--- src/rtl/mux_serializer_if.sv ---
// Handshake bus between the serializer, its upstream word source and the downstream bit consumer.
interface mux_serializer_if;
   localparam int unsigned DATA_W = 8;
   localparam int unsigned SEL_W  = 3;

   logic [DATA_W-1:0] in_data;
   logic              in_valid;
   logic              in_ready;
   logic [DATA_W-1:0] out_data;
   logic [SEL_W-1:0]  out_sel;
   logic              out_bit;
   logic              out_valid;
   logic              out_last;
   logic              out_ready;
   logic              busy;

   modport master (
      input  in_data, in_valid, out_ready,
      output in_ready, out_data, out_sel, out_bit, out_valid, out_last, busy
   );

   modport slave (
      output in_data, in_valid, out_ready,
      input  in_ready, out_data, out_sel, out_bit, out_valid, out_last, busy
   );
endinterface

--- src/rtl/mux_serializer_ctrl.sv ---
// Word-to-bit serializer driving the data and select inputs of the 8:1 mux stage,
// with valid/last framing, downstream stall and an optional idle gap between words.
module mux_serializer_ctrl #(
   parameter bit          MSB_FIRST  = 1'b0,
   parameter int unsigned GAP_CYCLES = 0
) (
   input  logic              clk,
   input  logic              rst,
   mux_serializer_if.master  bus
);
   localparam int unsigned DATA_W = 8;
   localparam int unsigned SEL_W  = 3;
   localparam int unsigned GAP_W  = 8;

   localparam logic [SEL_W-1:0] FIRST_SEL = MSB_FIRST ? SEL_W'(7) : SEL_W'(0);
   localparam logic [SEL_W-1:0] LAST_SEL  = MSB_FIRST ? SEL_W'(0) : SEL_W'(7);
   localparam logic [GAP_W-1:0] GAP_LOAD  = (GAP_CYCLES == 0) ? GAP_W'(0) : GAP_W'(GAP_CYCLES - 1);
   localparam bit               HAS_GAP   = (GAP_CYCLES != 0);

   typedef enum logic [1:0] {
      IDLE = 2'd0,
      SEND = 2'd1,
      GAP  = 2'd2
   } state_t;

   state_t             state, state_nxt;
   logic [DATA_W-1:0]  data_q, data_nxt;
   logic [SEL_W-1:0]   sel_q, sel_nxt;
   logic [GAP_W-1:0]   gap_q, gap_nxt;
   logic               valid_q, valid_nxt;
   logic               last_q, last_nxt;
   logic               busy_q, busy_nxt;

   // State and registered framing outputs; reset discards any in-flight word.
   always_ff @(posedge clk) begin
      if (rst) begin
         state   <= IDLE;
         data_q  <= '0;
         sel_q   <= '0;
         gap_q   <= '0;
         valid_q <= 1'b0;
         last_q  <= 1'b0;
         busy_q  <= 1'b0;
      end else begin
         state   <= state_nxt;
         data_q  <= data_nxt;
         sel_q   <= sel_nxt;
         gap_q   <= gap_nxt;
         valid_q <= valid_nxt;
         last_q  <= last_nxt;
         busy_q  <= busy_nxt;
      end
   end

   // Next-state; framing flags are precomputed from the next state so they register cleanly.
   always_comb begin
      state_nxt = state;
      data_nxt  = data_q;
      sel_nxt   = sel_q;
      gap_nxt   = gap_q;

      unique case (state)
         IDLE: begin
            if (bus.in_valid) begin
               data_nxt  = bus.in_data;
               sel_nxt   = FIRST_SEL;
               state_nxt = SEND;
            end
         end
         SEND: begin
            if (bus.out_ready) begin
               if (sel_q == LAST_SEL) begin
                  if (HAS_GAP) begin
                     state_nxt = GAP;
                     gap_nxt   = GAP_LOAD;
                  end else begin
                     state_nxt = IDLE;
                  end
               end else begin
                  sel_nxt = MSB_FIRST ? (sel_q - SEL_W'(1)) : (sel_q + SEL_W'(1));
               end
            end
         end
         GAP: begin
            if (gap_q == '0) state_nxt = IDLE;
            else             gap_nxt   = gap_q - GAP_W'(1);
         end
         default: state_nxt = IDLE;
      endcase

      valid_nxt = (state_nxt == SEND);
      last_nxt  = (state_nxt == SEND) && (sel_nxt == LAST_SEL);
      busy_nxt  = (state_nxt != IDLE);
   end

   // in_ready is gated by rst so a handshake can never look accepted in a reset cycle.
   assign bus.in_ready  = (state == IDLE) && !rst;
   assign bus.out_data  = data_q;
   assign bus.out_sel   = sel_q;
   assign bus.out_valid = valid_q;
   assign bus.out_last  = last_q;
   assign bus.busy      = busy_q;
   assign bus.out_bit   = valid_q & data_q[sel_q];
endmodule

--- src/flat_wrapper.sv ---
// flat-port wrapper written by rule: the top's interface ports become plain ports
module mux_serializer_ctrl_flat 
#(
   parameter bit          MSB_FIRST  = 1'b0,
   parameter int unsigned GAP_CYCLES = 0
)
  (clk, rst, bus_in_data, bus_in_valid, bus_out_ready, bus_in_ready, bus_out_data, bus_out_sel, bus_out_bit, bus_out_valid, bus_out_last, bus_busy);
  mux_serializer_if bus_i ();
  input  logic clk;
  input  logic rst;
  input wire logic [$bits(bus_i.in_data)-1:0] bus_in_data;
  input wire logic [$bits(bus_i.in_valid)-1:0] bus_in_valid;
  input wire logic [$bits(bus_i.out_ready)-1:0] bus_out_ready;
  output wire logic [$bits(bus_i.in_ready)-1:0] bus_in_ready;
  output wire logic [$bits(bus_i.out_data)-1:0] bus_out_data;
  output wire logic [$bits(bus_i.out_sel)-1:0] bus_out_sel;
  output wire logic [$bits(bus_i.out_bit)-1:0] bus_out_bit;
  output wire logic [$bits(bus_i.out_valid)-1:0] bus_out_valid;
  output wire logic [$bits(bus_i.out_last)-1:0] bus_out_last;
  output wire logic [$bits(bus_i.busy)-1:0] bus_busy;
  assign bus_i.in_data = bus_in_data;
  assign bus_i.in_valid = bus_in_valid;
  assign bus_i.out_ready = bus_out_ready;
  assign bus_in_ready = bus_i.in_ready;
  assign bus_out_data = bus_i.out_data;
  assign bus_out_sel = bus_i.out_sel;
  assign bus_out_bit = bus_i.out_bit;
  assign bus_out_valid = bus_i.out_valid;
  assign bus_out_last = bus_i.out_last;
  assign bus_busy = bus_i.busy;
  mux_serializer_ctrl #(.MSB_FIRST(MSB_FIRST), .GAP_CYCLES(GAP_CYCLES)) u_core (.clk(clk), .rst(rst), .bus(bus_i));
endmodule
--- config.mk ---
export PLATFORM = sky130hd
export DESIGN_NAME = mux_serializer_ctrl_flat
export DESIGN_NICKNAME = d
export VERILOG_FILES = /design/src/rtl/mux_serializer_if.sv /design/src/rtl/mux_serializer_ctrl.sv /design/src/flat_wrapper.sv
export SDC_FILE = /design/constraint.sdc
export NUM_CORES = 1
export LEC_CHECK = 0
export CAP_MARGIN = 0
export CORE_ASPECT_RATIO = 1.25
export CORE_UTILIZATION = 65
export DETAILED_ROUTE_END_ITERATION = 10
export DONT_BUFFER_PORTS = 1
export GPL_ROUTABILITY_DRIVEN = 0
export GPL_TIMING_DRIVEN = 0
export PLACE_DENSITY = 0.91
export SLEW_MARGIN = 0
export SYNTH_ARGS = -nofsm -noshare
export SYNTH_HDL_FRONTEND = slang
export SYNTH_SLANG_ARGS = --single-unit
--- constraint.sdc ---
create_clock -name clk -period 4.3 [get_ports clk]
set_input_delay 0.215 -clock clk [delete_from_list [all_inputs] [get_ports clk]]
set_output_delay 0.215 -clock clk [all_outputs]
set_load 0.01 [all_outputs]
Word-level counts from Yosys, hierarchy flattened
Index checks and enable logic that the tools add are counted.
{"block": "op_classes", "magnitude_cmp": 1, "eq_ne": 5, "bitwise_logic": 2, "n_mux": 11, "addsub": 2, "n_reduce_logical": 8}
{"operator": "$mux W3", "count": 3}
{"operator": "$logic_not A8 Y1", "count": 1}
{"operator": "$mux W2", "count": 4}
{"operator": "$sub A8 B1 Y8 const B", "count": 1}
{"operator": "$eq A3 B3 Y1 const B", "count": 2}
{"operator": "$pmux W2 S3", "count": 1}
{"operator": "$pmux W3 S2", "count": 1}
{"operator": "$eq A2 B1 Y1 const B", "count": 2}
{"operator": "$lt A3 B4 Y1 const B", "count": 1}
{"operator": "$reduce_and A2 Y1", "count": 2}
{"operator": "$add A3 B1 Y3 const B", "count": 1}
{"operator": "$bmux W1 S3", "count": 1}
{"operator": "$eq A2 B2 Y1 const B", "count": 1}
{"operator": "$logic_and A1 B1 Y1", "count": 2}
{"operator": "$logic_not A2 Y1", "count": 1}
{"operator": "$reduce_bool A2 Y1", "count": 1}
{"operator": "$and A1 B1 Y1", "count": 1}
{"operator": "$logic_not A1 Y1", "count": 1}
{"operator": "$mux W1", "count": 1}
{"operator": "$not A1 Y1", "count": 1}
{"block": "word_totals", "elab_cells": 36, "in_bits": 12, "out_inout_bits": 16, "reg_bits": 24}

Longest topological paths before layout
{"block": "depth", "depth_word": 6, "mapped_depth": 5, "depth_no_buf": 5}

Worst setup path before layout
Ideal clock, no wire load.
{"block": "synth_path", "path_kind": "flip-flop to flip-flop", "start": "register u_core.gap_q[0]", "end": "register u_core.gap_q[0]", "n_path_buf": 0, "t_arrival_ns": 1.469, "setup_time_ns": 0.121, "period_less_slack_ns": 1.589, "required_ns": 4.179, "setup_slack_ns": 2.711, "path_stages_with_launch": 6, "path_cell_list": "dfxtp_1 > inv_1 > ha_1 > nor4b_2 > a21o_1 > mux2_2"}
{"block": "synth_between", "elab_chain_cells": 3, "elab_cells_between_ends": 4, "cone_classes": "add/sub: 1; bitwise: 1; reduce/logical: 2"}
{"element": "start, declared", "line": "mux_serializer_ctrl.sv:29", "text": "logic [GAP_W-1:0] gap_q, gap_nxt;"}
{"element": "start signal, assigned", "line": "mux_serializer_ctrl.sv:48", "text": "gap_q <= gap_nxt;"}
{"element": "parallel branches: the longest is 3 deep, another holds $sub A8 B1 Y8"}
Parallel ways; which one is timed is not known.
A chain may end at the register's enable or synchronous reset.

Worst setup path after layout
Same ends and word-level chain as after synthesis.

==> metrics.md <==
| Metric | Value |
|---|---|
| Cell Chain, Critical Path | inv_1 > ha_1 > nor4b_2 > a21o_1 > mux2_2 |
| Largest family of logic cells by synthesized area | simple AND/OR/NAND/NOR gates |
| Fin crit share | 43.2% |
| Starting Density | 71.2% |
| Relative slew slack | 60.0% |
| Status | completed |
| Final Hold Vio Count | 0 |
| Setup tns final | 0 ns |
| Clock buffer count from CTS | 3 |
| Net Count, Synth | 135 |
| Synth Area in Adders | 3.29% |
| Distinct cell type count after synthesis | 36 |
| Root Buffer | clkbuf_4 |
| Worst skew pair latency | 0.32 ns |
| GRT Util Overall | 28.6% |
| Post-synthesis compound-gate area fraction | 12.8% |
| Die area | 0.00193 sq mm |
| First-pass GRT wire length | 3820 um |
| Area growth from synthesis to layout | 6.59% |
| Cells after synthesis | 120 |
| Fmax achieved | 0.538 GHz |
| Largest stage delay on the critical path | 0.51 ns |
| Post-synth top area share | 42.2% |
| DP HPWL | 1730 um |
| CTS tree | built |
| Worst hold margin | 0.0425 ns |
| Post-synth EDFFs | 0 |
| Worst-case clock skew | 0.00410 ns |
| Total wire length | 2300 um |
| Clock sinks | 24 |
| Drc violations | 0 |
| Max IR drop VDD | 0.317 mV |
| Max-Cap Viols | 0 |
| FFs w/ async S/R, synth | 0% |
| Worst R2R Setup Slack | 2.44 ns |
| Vias in the first global route | 935 |
| Slowest cell on the critical path | nor4b_2 |
| Clock slew at reported path FFs | 0.13 ns |
| Antenna cells | 0 |
| Area leader, netlist | dfxtp_1 |
| Synth Area per Inst | 9.50 sq um |
| # nets final | 140 |
| Die W | 39.5 um |
| Vias/cell | 6.51 |
| Initial antenna violation count | 0 |
| Number of port buffers | 0 |
| CP Data Required Time | 4.52 ns |
| Number of synthesized register bits | 24 |
| I/O pins | 28 |
| Post-Syn Area | 0.00114 sq mm |
| Worst Hold Class | primary input to register |
| Synth Area in XOR/XNOR | 0% |
| Cts repair resizes | 0 |
| CTS H-Tree Depth | 1 |
| Leak pwr | 0.000449 uW |
| Clk buf depth | 2 |
| Critical path startpoint category | register |
| CTS Hold Bufs | 0 |
| Total grt overflow | 0 |
| Die H | 48.8 um |
| Synth Area in Simple Gates | 23.4% |
| Critical path class | register to register |
| YS warnings | 0 |
| Post-DRT Antenna Nets | 0 |
| Seq/Total Area, Yosys | 42.2% |
| Multiplexer share of the synthesized area | 13.9% |
| CP Capture Type | register |
| Count of pins over their slew limit | 0 |
| Least-Margin Pin Slew | 0.598 ns |
| Share of post-route cells with drive strength above 1 | 11.3% |
| Pwr/cell area | 354 mW/mm^2 |
| CORE AREA | 0.00160 sq mm |
| Vias | 924 |
| CP max FO | 7 |
| Minimum clock period after layout | 1.86 ns |
| Drt wl/cell | 16.2 um |
| Pin count of the biggest net entering global routing | 15 |
| Crit path arrival time | 2.08 ns |
| # rows | 16 |
| Area contributors post-synth | dfxtp_1 42%, mux2i_1 7.0%, nor2_1 5.3% |
| Predominant post-synthesis flop cell | dfxtp_1 |
| Setup bufs post-CTS | 0 |
| Iter 0 DRT Violations | 26 |
| DR pass1 iterations | 4 |
| Final setup vio count | 0 |
| RSZ-0062 raised after global routing | no |
## final timing paths
check                  start                     end  depth (start not counted)
max          u_core.gap_q[0]         u_core.gap_q[0]                          5
min           bus_in_data[6]  u_core.bus.out_data[6]                          2
max reg2reg  u_core.gap_q[0]         u_core.gap_q[0]                          5
min reg2reg  u_core.gap_q[5]         u_core.gap_q[5]                          2
## cell type report
cell class                 instances  area (sq um)
buffer                             6          23.8
clock buffer                       3          22.5
clock inverter                     1          30.0
fill                             125           387
inverter                           7          26.3
multi-input combinational         83           609
sequential                        24           480
tap                               18          22.5
## Yosys cell counts (2+ instances only)
master,instances
a211oi_1,5
a21oi_1,5
and2_1,2
clkbuf_1,5
dfxtp_1,24
ha_1,3
inv_1,7
mux2_2,3
mux2i_1,8
mux4_2,2
nand2_1,4
nand2b_1,2
nand3_1,3
nand3b_1,2
nand4_1,2
nor2_1,16
nor2b_1,2
nor3_1,3
nor4_1,2
o21ai_0,3
o31ai_1,2
## placed cells by master (no fill, tap or decap), drive strengths merged
| cell type | instances |
|---|---|
| nand3b | 2 |
| o211ai | 1 |
| mux2 | 3 |
| nor3 | 3 |
| nor4 | 2 |
| a211o | 2 |
| or3 | 1 |
| inv | 7 |
| a2111o | 1 |
| mux2i | 8 |
| nor4b | 1 |
| bufinv | 1 |
| and2 | 2 |
| mux4 | 2 |
| nand2b | 2 |
| nor2b | 2 |
| or4b | 2 |
| clkbuf | 8 |
| buf | 1 |
| o31ai | 2 |
| ha | 3 |
| a21o | 1 |
| nand2 | 4 |
| and3b | 1 |
| or4 | 1 |
| and4b | 1 |
| a211oi | 5 |
| nand4 | 2 |
| dfxtp | 24 |
| nor2 | 16 |
| nor3b | 1 |
| o311ai | 1 |
| a21oi | 5 |
| nand3 | 3 |
| o21ai | 3 |
## state kept, by name, summed over array words and instances, names as in the netlist
| register | flops |
|---|---|
| u_core.bus.out_last | 1 |
| u_core.bus.out_sel | 3 |
| u_core.bus.out_data | 8 |
| u_core.bus.busy | 1 |
| u_core.state | 2 |
| u_core.bus.out_valid | 1 |
| u_core.gap_q | 8 |
## cells by family (layout without fill, tap and decap cells)
kind of cell / count (synthesis) / after routing
AO/OA/AOI/OAI: 21 / 21
AND/OR/NAND/NOR: 46 / 46
multiplexers: 13 / 13
flip-flops: 24 / 24
adder cells (fa/ha/maj): 3 / 3
buffers and inverters: 13 / 17
## report_power, final
group / leakage (uW) / total, uW / switching [uW] / internal, uW
clock network: 0.0000279 / 163 / 68.3 / 94.3
logic: 0.000226 / 28.3 / 16.4 / 12.0
registers: 0.000196 / 239 / 9.64 / 230
total: 0.000449 / 430 / 94.3 / 336
## through the flow
stage          util, %  setup WS, ns  instance area (sq um)  total power, uW  std cells
4_1_cts           75.9          2.42                   1210              431        142
5_1_grt           75.9          2.32                   1210              445        142
3_3_place_gp      72.6          2.52                   1160              270        138
6_report          75.9          2.44                   1210              430        142
2_1_floorplan        -          2.71                   1140              265        120
3_5_place_dp      72.6          2.46                   1160              273        138
## metal layers
metal / part of all wire [%] / vias to the layer above / GRT usage (%)
met5: 0 / - / 0
met4: 2.3 / 0 / 13.8
met3: 6.5 / 6 / 8.68
met2: 53 / 34 / 49.2
met1: 38 / 437 / 29.2
li1: - / 447 / -
## critical path: cells and delay by family (launching register included)
kind / cells / cell delay, ns
buffers and inverters: 1 / 0.11
AO/OA/AOI/OAI: 1 / 0.28
flip-flops: 1 / 0.35
AND/OR/NAND/NOR: 1 / 0.51
adder cells (fa/ha/maj): 1 / 0.18
multiplexers: 1 / 0.34
No activity file was read; power rests on OpenSTA's default activity.
